`src/rtl/locked_axis_sequencer.sv`:
```
// Key-locked multi-axis pick-and-return sequencer.
// Axes are driven one at a time, the part is gripped, then the return path
// goes through a key-gated branch. A wrong key selects a decoy return state
// that behaves normally for CORRUPT_AFTER-1 entries and then stops counting
// and pulsing. All state updates on the falling clock edge.
// The spec's `release` output is named release_out here, because `release`
// is a reserved SystemVerilog keyword. dbg_state exposes the FSM state.
module locked_axis_sequencer #(
  parameter int               N_AXIS        = 3,
  parameter int               KEY_W         = 4,
  parameter logic [KEY_W-1:0] KEY_VAL       = 4'hA,
  parameter int               CORRUPT_AFTER = 5,
  parameter int               TIMEOUT       = 16,
  parameter int               CNT_W         = 8
) (
  input  logic              clk,
  input  logic              rst,
  input  logic              start,
  input  logic              abort,
  input  logic [N_AXIS-1:0] sense,
  input  logic              grip_ok,
  input  logic [KEY_W-1:0]  keyinput,
  output logic [N_AXIS-1:0] motor_en,
  output logic              grip,
  output logic              release_out,
  output logic              done,
  output logic              busy,
  output logic              fault,
  output logic [CNT_W-1:0]  job_cnt,
  output logic [2:0]        dbg_state
);

  localparam int AX_W = (N_AXIS > 1) ? $clog2(N_AXIS) : 1;
  localparam int WD_W = $clog2(TIMEOUT);
  localparam int TR_W = $clog2(CORRUPT_AFTER + 1);

  typedef enum logic [2:0] {
    S_IDLE  = 3'd0,
    S_MOVE  = 3'd1,
    S_GRIP  = 3'd2,
    S_CHECK = 3'd3,
    S_RET   = 3'd4,
    S_RET_D = 3'd5,
    S_FAULT = 3'd6
  } state_t;

  state_t           r_state;
  logic [AX_W-1:0]  r_ax;
  logic [WD_W-1:0]  r_wd;
  logic [TR_W-1:0]  r_trip;
  logic [CNT_W-1:0] r_job_cnt;

  state_t           w_state_nxt;
  logic [AX_W-1:0]  w_ax_nxt;
  logic [WD_W-1:0]  w_wd_nxt;
  logic [TR_W-1:0]  w_trip_nxt;
  logic [CNT_W-1:0] w_job_nxt;

  logic w_sense_cur;
  logic w_last_ax;
  logic w_wd_expired;
  logic w_decoy_live;

  assign w_sense_cur  = sense[r_ax];
  assign w_last_ax    = (r_ax == AX_W'(N_AXIS - 1));
  assign w_wd_expired = (r_wd == WD_W'(TIMEOUT - 1));
  // The decoy stays convincing until trip_cnt has reached CORRUPT_AFTER.
  assign w_decoy_live = (r_trip < TR_W'(CORRUPT_AFTER));

  // State, axis index, watchdog, trip and job counters.
  always_ff @(negedge clk or negedge rst) begin
    if (!rst) begin
      r_state   <= S_IDLE;
      r_ax      <= '0;
      r_wd      <= '0;
      r_trip    <= '0;
      r_job_cnt <= '0;
    end else begin
      r_state   <= w_state_nxt;
      r_ax      <= w_ax_nxt;
      r_wd      <= w_wd_nxt;
      r_trip    <= w_trip_nxt;
      r_job_cnt <= w_job_nxt;
    end
  end

  // Next-state logic. The watchdog defaults to clear, so any state or axis
  // change restarts it; it only counts while waiting in MOVE or GRIP.
  // Abort overrides every transition, including its counter side effects.
  always_comb begin
    w_state_nxt = r_state;
    w_ax_nxt    = r_ax;
    w_wd_nxt    = '0;
    w_trip_nxt  = r_trip;
    w_job_nxt   = r_job_cnt;
    if (abort && (r_state != S_IDLE)) begin
      w_state_nxt = S_IDLE;
    end else begin
      case (r_state)
        S_IDLE: begin
          if (start) begin
            w_state_nxt = S_MOVE;
            w_ax_nxt    = '0;
          end
        end
        S_MOVE: begin
          if (w_sense_cur) begin
            if (w_last_ax) w_state_nxt = S_GRIP;
            else           w_ax_nxt    = r_ax + 1'b1;
          end else if (w_wd_expired) begin
            w_state_nxt = S_FAULT;
          end else begin
            w_wd_nxt = r_wd + 1'b1;
          end
        end
        S_GRIP: begin
          if (grip_ok)           w_state_nxt = S_CHECK;
          else if (w_wd_expired) w_state_nxt = S_FAULT;
          else                   w_wd_nxt    = r_wd + 1'b1;
        end
        S_CHECK: begin
          if (keyinput == KEY_VAL) begin
            w_state_nxt = S_RET;
          end else begin
            w_state_nxt = S_RET_D;
            if (w_decoy_live) w_trip_nxt = r_trip + 1'b1;
          end
        end
        S_RET: begin
          w_job_nxt   = r_job_cnt + 1'b1;
          w_state_nxt = S_IDLE;
        end
        S_RET_D: begin
          if (w_decoy_live) w_job_nxt = r_job_cnt + 1'b1;
          w_state_nxt = S_IDLE;
        end
        S_FAULT: begin
          w_state_nxt = S_FAULT;
        end
        default: begin
          w_state_nxt = S_IDLE;
        end
      endcase
    end
  end

  // Moore outputs decoded from the registered state only.
  always_comb begin
    motor_en    = '0;
    grip        = 1'b0;
    release_out = 1'b0;
    done        = 1'b0;
    busy        = (r_state != S_IDLE);
    fault       = 1'b0;
    case (r_state)
      S_MOVE:  motor_en = N_AXIS'(1) << r_ax;
      S_GRIP:  grip = 1'b1;
      S_CHECK: grip = 1'b1;
      S_RET: begin
        release_out = 1'b1;
        done        = 1'b1;
      end
      S_RET_D: begin
        release_out = w_decoy_live;
        done        = w_decoy_live;
      end
      S_FAULT: fault = 1'b1;
      default: ;
    endcase
  end

  assign job_cnt   = r_job_cnt;
  assign dbg_state = r_state;

endmodule

```
`config.mk`:
```
export PLATFORM = sky130hd
export DESIGN_NAME = locked_axis_sequencer
export DESIGN_NICKNAME = d
export VERILOG_FILES = /design/src/rtl/locked_axis_sequencer.sv
export SDC_FILE = /design/constraint.sdc
export NUM_CORES = 1
export LEC_CHECK = 0
export CAP_MARGIN = 20
export CORE_ASPECT_RATIO = 1.75
export CORE_MARGIN = 2
export CORE_UTILIZATION = 32
export DETAILED_ROUTE_END_ITERATION = 8
export GPL_TIMING_DRIVEN = 0
export PLACE_DENSITY = 0.64
export SLEW_MARGIN = 25
export SYNTH_ARGS = -nofsm -noshare
export SYNTH_HDL_FRONTEND = slang
export SYNTH_SLANG_ARGS = --single-unit
```
`constraint.sdc`:
```
create_clock -name clk -period 4.6 [get_ports clk]
set_input_delay 0.92 -clock clk [delete_from_list [all_inputs] [get_ports clk]]
set_output_delay 0.92 -clock clk [all_outputs]
set_load 0.005 [all_outputs]
```
==> qor.txt <==
Max VDD drop = 0.224 mV
CP most frequent cell = buf_6
Sequential area share after synthesis = 42.9%
Register cell area after layout = 500 um^2
DR vias = 1003
Core area = 3560 um^2
Final Power = 0.000768 W
Switching pwr = 0.000262 W
First-pass DRT Iterations = 4
CTS clock-pin slew for the worst setup and hold paths = 0.05 ns
Largest stage delay, worst path = 0.36 ns
Slew @ Worst Pin = 0.474 ns
Critical path data required time = 3.68 ns
FP Rows = 29
Sw frac = 34.2%
Slew Viols, Final = 0
Largest net degree at the start of global routing = 21
Root buffer cell = clkbuf_8
Crit-path cells = clkbuf_8 -> buf_6 -> nor3b_4 -> buf_4 -> and2_4 -> buf_6
Reg2Reg Depth = 7
Cts-stage hold buffer count = 0
Type of the most critical hold path = reg -> reg
CP Capture Type = primary output
Crit start category = flip-flop
CTS H-tree lvls = 1
Crit path DAT = 3.71 ns
Die X = 49.6 um
RSZ-0062 raised after global routing = true
Routing usage on met2 = 27.3%
CTS tree = yes
Crit Reg-Reg Startpoint = dbg_state[1]
Post-DP Area = 1510 um^2
Antenna-violating nets left = 0
R2R setup slack = 2.72 ns
# port buffers = 29
Total Routing Usage GR = 15.0%
Post-Layout Inst Area = 1760 um^2
Worst-case clock buffer depth = 2
GR Layer Usage met3 = 2.51%
Busiest grt layer = met2
Final setup viols = 3
IO Count = 31
Post-detail-place hpwl = 1940 um
Post-Syn Area = 1170 um^2
Number of synthesized flops with an enable pin = 0
Pleak = 0.781 nW
DRC = 0
Final #Nets = 176
Pre-CTS setup slack = -0.289 ns
Worst Path Max Fanout = 2
WL final = 2960 um
FFs w/ async S/R, synth = 100%
Hold Violations, Final = 0
Worst Hold Depth = 1
Fillers = 357
Share of layout cells above drive strength 1 = 29.5%
Initial antenna violation count = 0
Initial drt markers = 12
Ys flop type = dfrtn_1
Area delta synth->final = 51.0%
Grt total ovfl = 0
Flop pwr share = 32.4%
Distinct cell type count after synthesis = 42
Number of global-route vias before repair = 1068
Grt met1 use = 17.3%
Synth area leaders = dfrtn_1, ha_1, xnor2_1
Global-route wire length before repair = 4920 um
Critical Path Source = dbg_state[1]
Syn Area/Cell = 10.7 um^2
Slack of the critical path = -0.0291 ns
CP Class = reg -> out
Commonest non-fill, non-tap cells in the layout = dfrtn_1, clkdlybuf4s50_1, buf_4, xnor2_1
Top cell type by total area after synthesis = dfrtn_1
Layout Cells excl Fill = 202
Worst setup path end = motor_en[1]
Mapped Cells = 109
Failing checks = setup timing
Die H = 83.9 um
Placer Congestion = 0.836
Latest clock arrival within the worst-skew pair = 0.27 ns
Status = finished with violations
Multi-input logic area = 676 um^2
Worst r2r dst = job_cnt[1]
P per Cell Area = 436 nW/um^2
Layout Skew = 0.00473 ns
Via density = 4.97
Drt wl/cell = 14.7 um
# diodes = 0
Gate power share = 52.9%
Worst Hold Launch = job_cnt[7]
Clk sinks = 20
Placed Cells = 184
Power Internal = 0.000506 W
Max Cap Viol = 0
CTS Buf Count = 3
Rel. slew slack = 68.4%
Clock share of power = 14.8%
#FFs+latches synth = 20
Initial Util = 32.8%
Ys Warns = 0
Synthesized Nets = 127
CP max stage cell = dfrtn_1
Synth top area share = 42.9%
Die area = 4160 um^2
[routing by layer]
layer / vias up / wire length, um
met1: 491 / 1150
met2: 24 / 1700
met4: 0 / 10
met5: - / 0
met3: 2 / 106
li1: 486 / -
[cells by family (layout without fill, tap and decap cells)]
group / after synthesis / after routing / synth area share, %
buffers and inverters: 10 / 57 / 3.97
multiplexers: 5 / 5 / 4.51
AO/OA/AOI/OAI: 17 / 17 / 11.2
adder cells (fa/ha/maj): 6 / 6 / 6.44
AND/OR/NAND/NOR: 41 / 41 / 23.5
XOR/XNOR: 10 / 10 / 7.51
flip-flops: 20 / 20 / 42.9
[power by group through the flow]
stage / sequential, W / clock, W / combinational, W
after floorplan: 0.000247 / 0 / 0.000166
final: 0.000248 / 0.000113 / 0.000406
after global routing: 0.000254 / 0.000124 / 0.000439
after global placement: 0.000251 / 0 / 0.000274
after detailed placement: 0.000252 / 0 / 0.000283
after CTS: 0.000248 / 0.000116 / 0.000358
[cells in the mapped netlist, types with 2 or more instances]
library cell / instances
dfrtn_1: 20
xnor2_1: 8
ha_1: 6
nand4_1: 6
nor2_1: 6
inv_1: 5
and2_1: 4
nand2_1: 4
and3_1: 3
mux2i_1: 3
nand2b_1: 3
nor2b_1: 3
a21o_1: 2
a21oi_1: 2
buf_4: 2
clkbuf_1: 2
mux2_2: 2
nor3b_1: 2
o21ai_0: 2
xor2_1: 2
[sequential cells by signal, indices dropped and copies added, names as in the netlist]
name and flops:
job_cnt 8, r_wd 4, dbg_state 3, r_trip 3, r_ax 2
[critical path: cells and delay by family (launching register included)]
| kind | cells | cell delay [ns] |
|---|---|---|
| buffers and inverters | 4 | 0.48 |
| DFF | 1 | 0.36 |
| and+or+nand+nor | 2 | 0.30 |
[timing repair]
| item | in CTS | in global routing |
|---|---|---|
| setup endpoints to repair | 8 | 10 |
| pin swaps | 3 | 4 |
| gates resized for setup | 38 | 13 |
| buffers inserted | 10 | 5 |
[worst min path at each step]
stage,to,slack [ns]
after CTS,job_cnt[7],0.44
after detailed placement,job_cnt[7],0.43
after global routing,job_cnt[7],0.45
after global placement,job_cnt[7],0.42
final,job_cnt[7],0.43
after floorplan,r_trip[2],0.42
[per-stage QoR]
stage	hold slack (ns)	TNS [ns]	util, %
floorplan	0.417	0	-
global placement	0.424	-2.05	42.6
detailed placement	0.426	-2.58	42.6
CTS	0.437	-0.115	47.7
global route	0.446	-0.227	49.5
finish	0.427	-0.0698	49.5
[cell type report]
cell class | instances | area share [%]
Multi-Input combinational cell | 79 | 38.4
Timing Repair Buffer | 44 | 23.3
Clock buffer | 3 | 2.35
Buffer | 5 | 3.20
Inverter | 5 | 1.07
Sequential cell | 20 | 28.4
Tap cell | 46 | 3.27
Note: power is estimated with default switching activity, not from simulation.
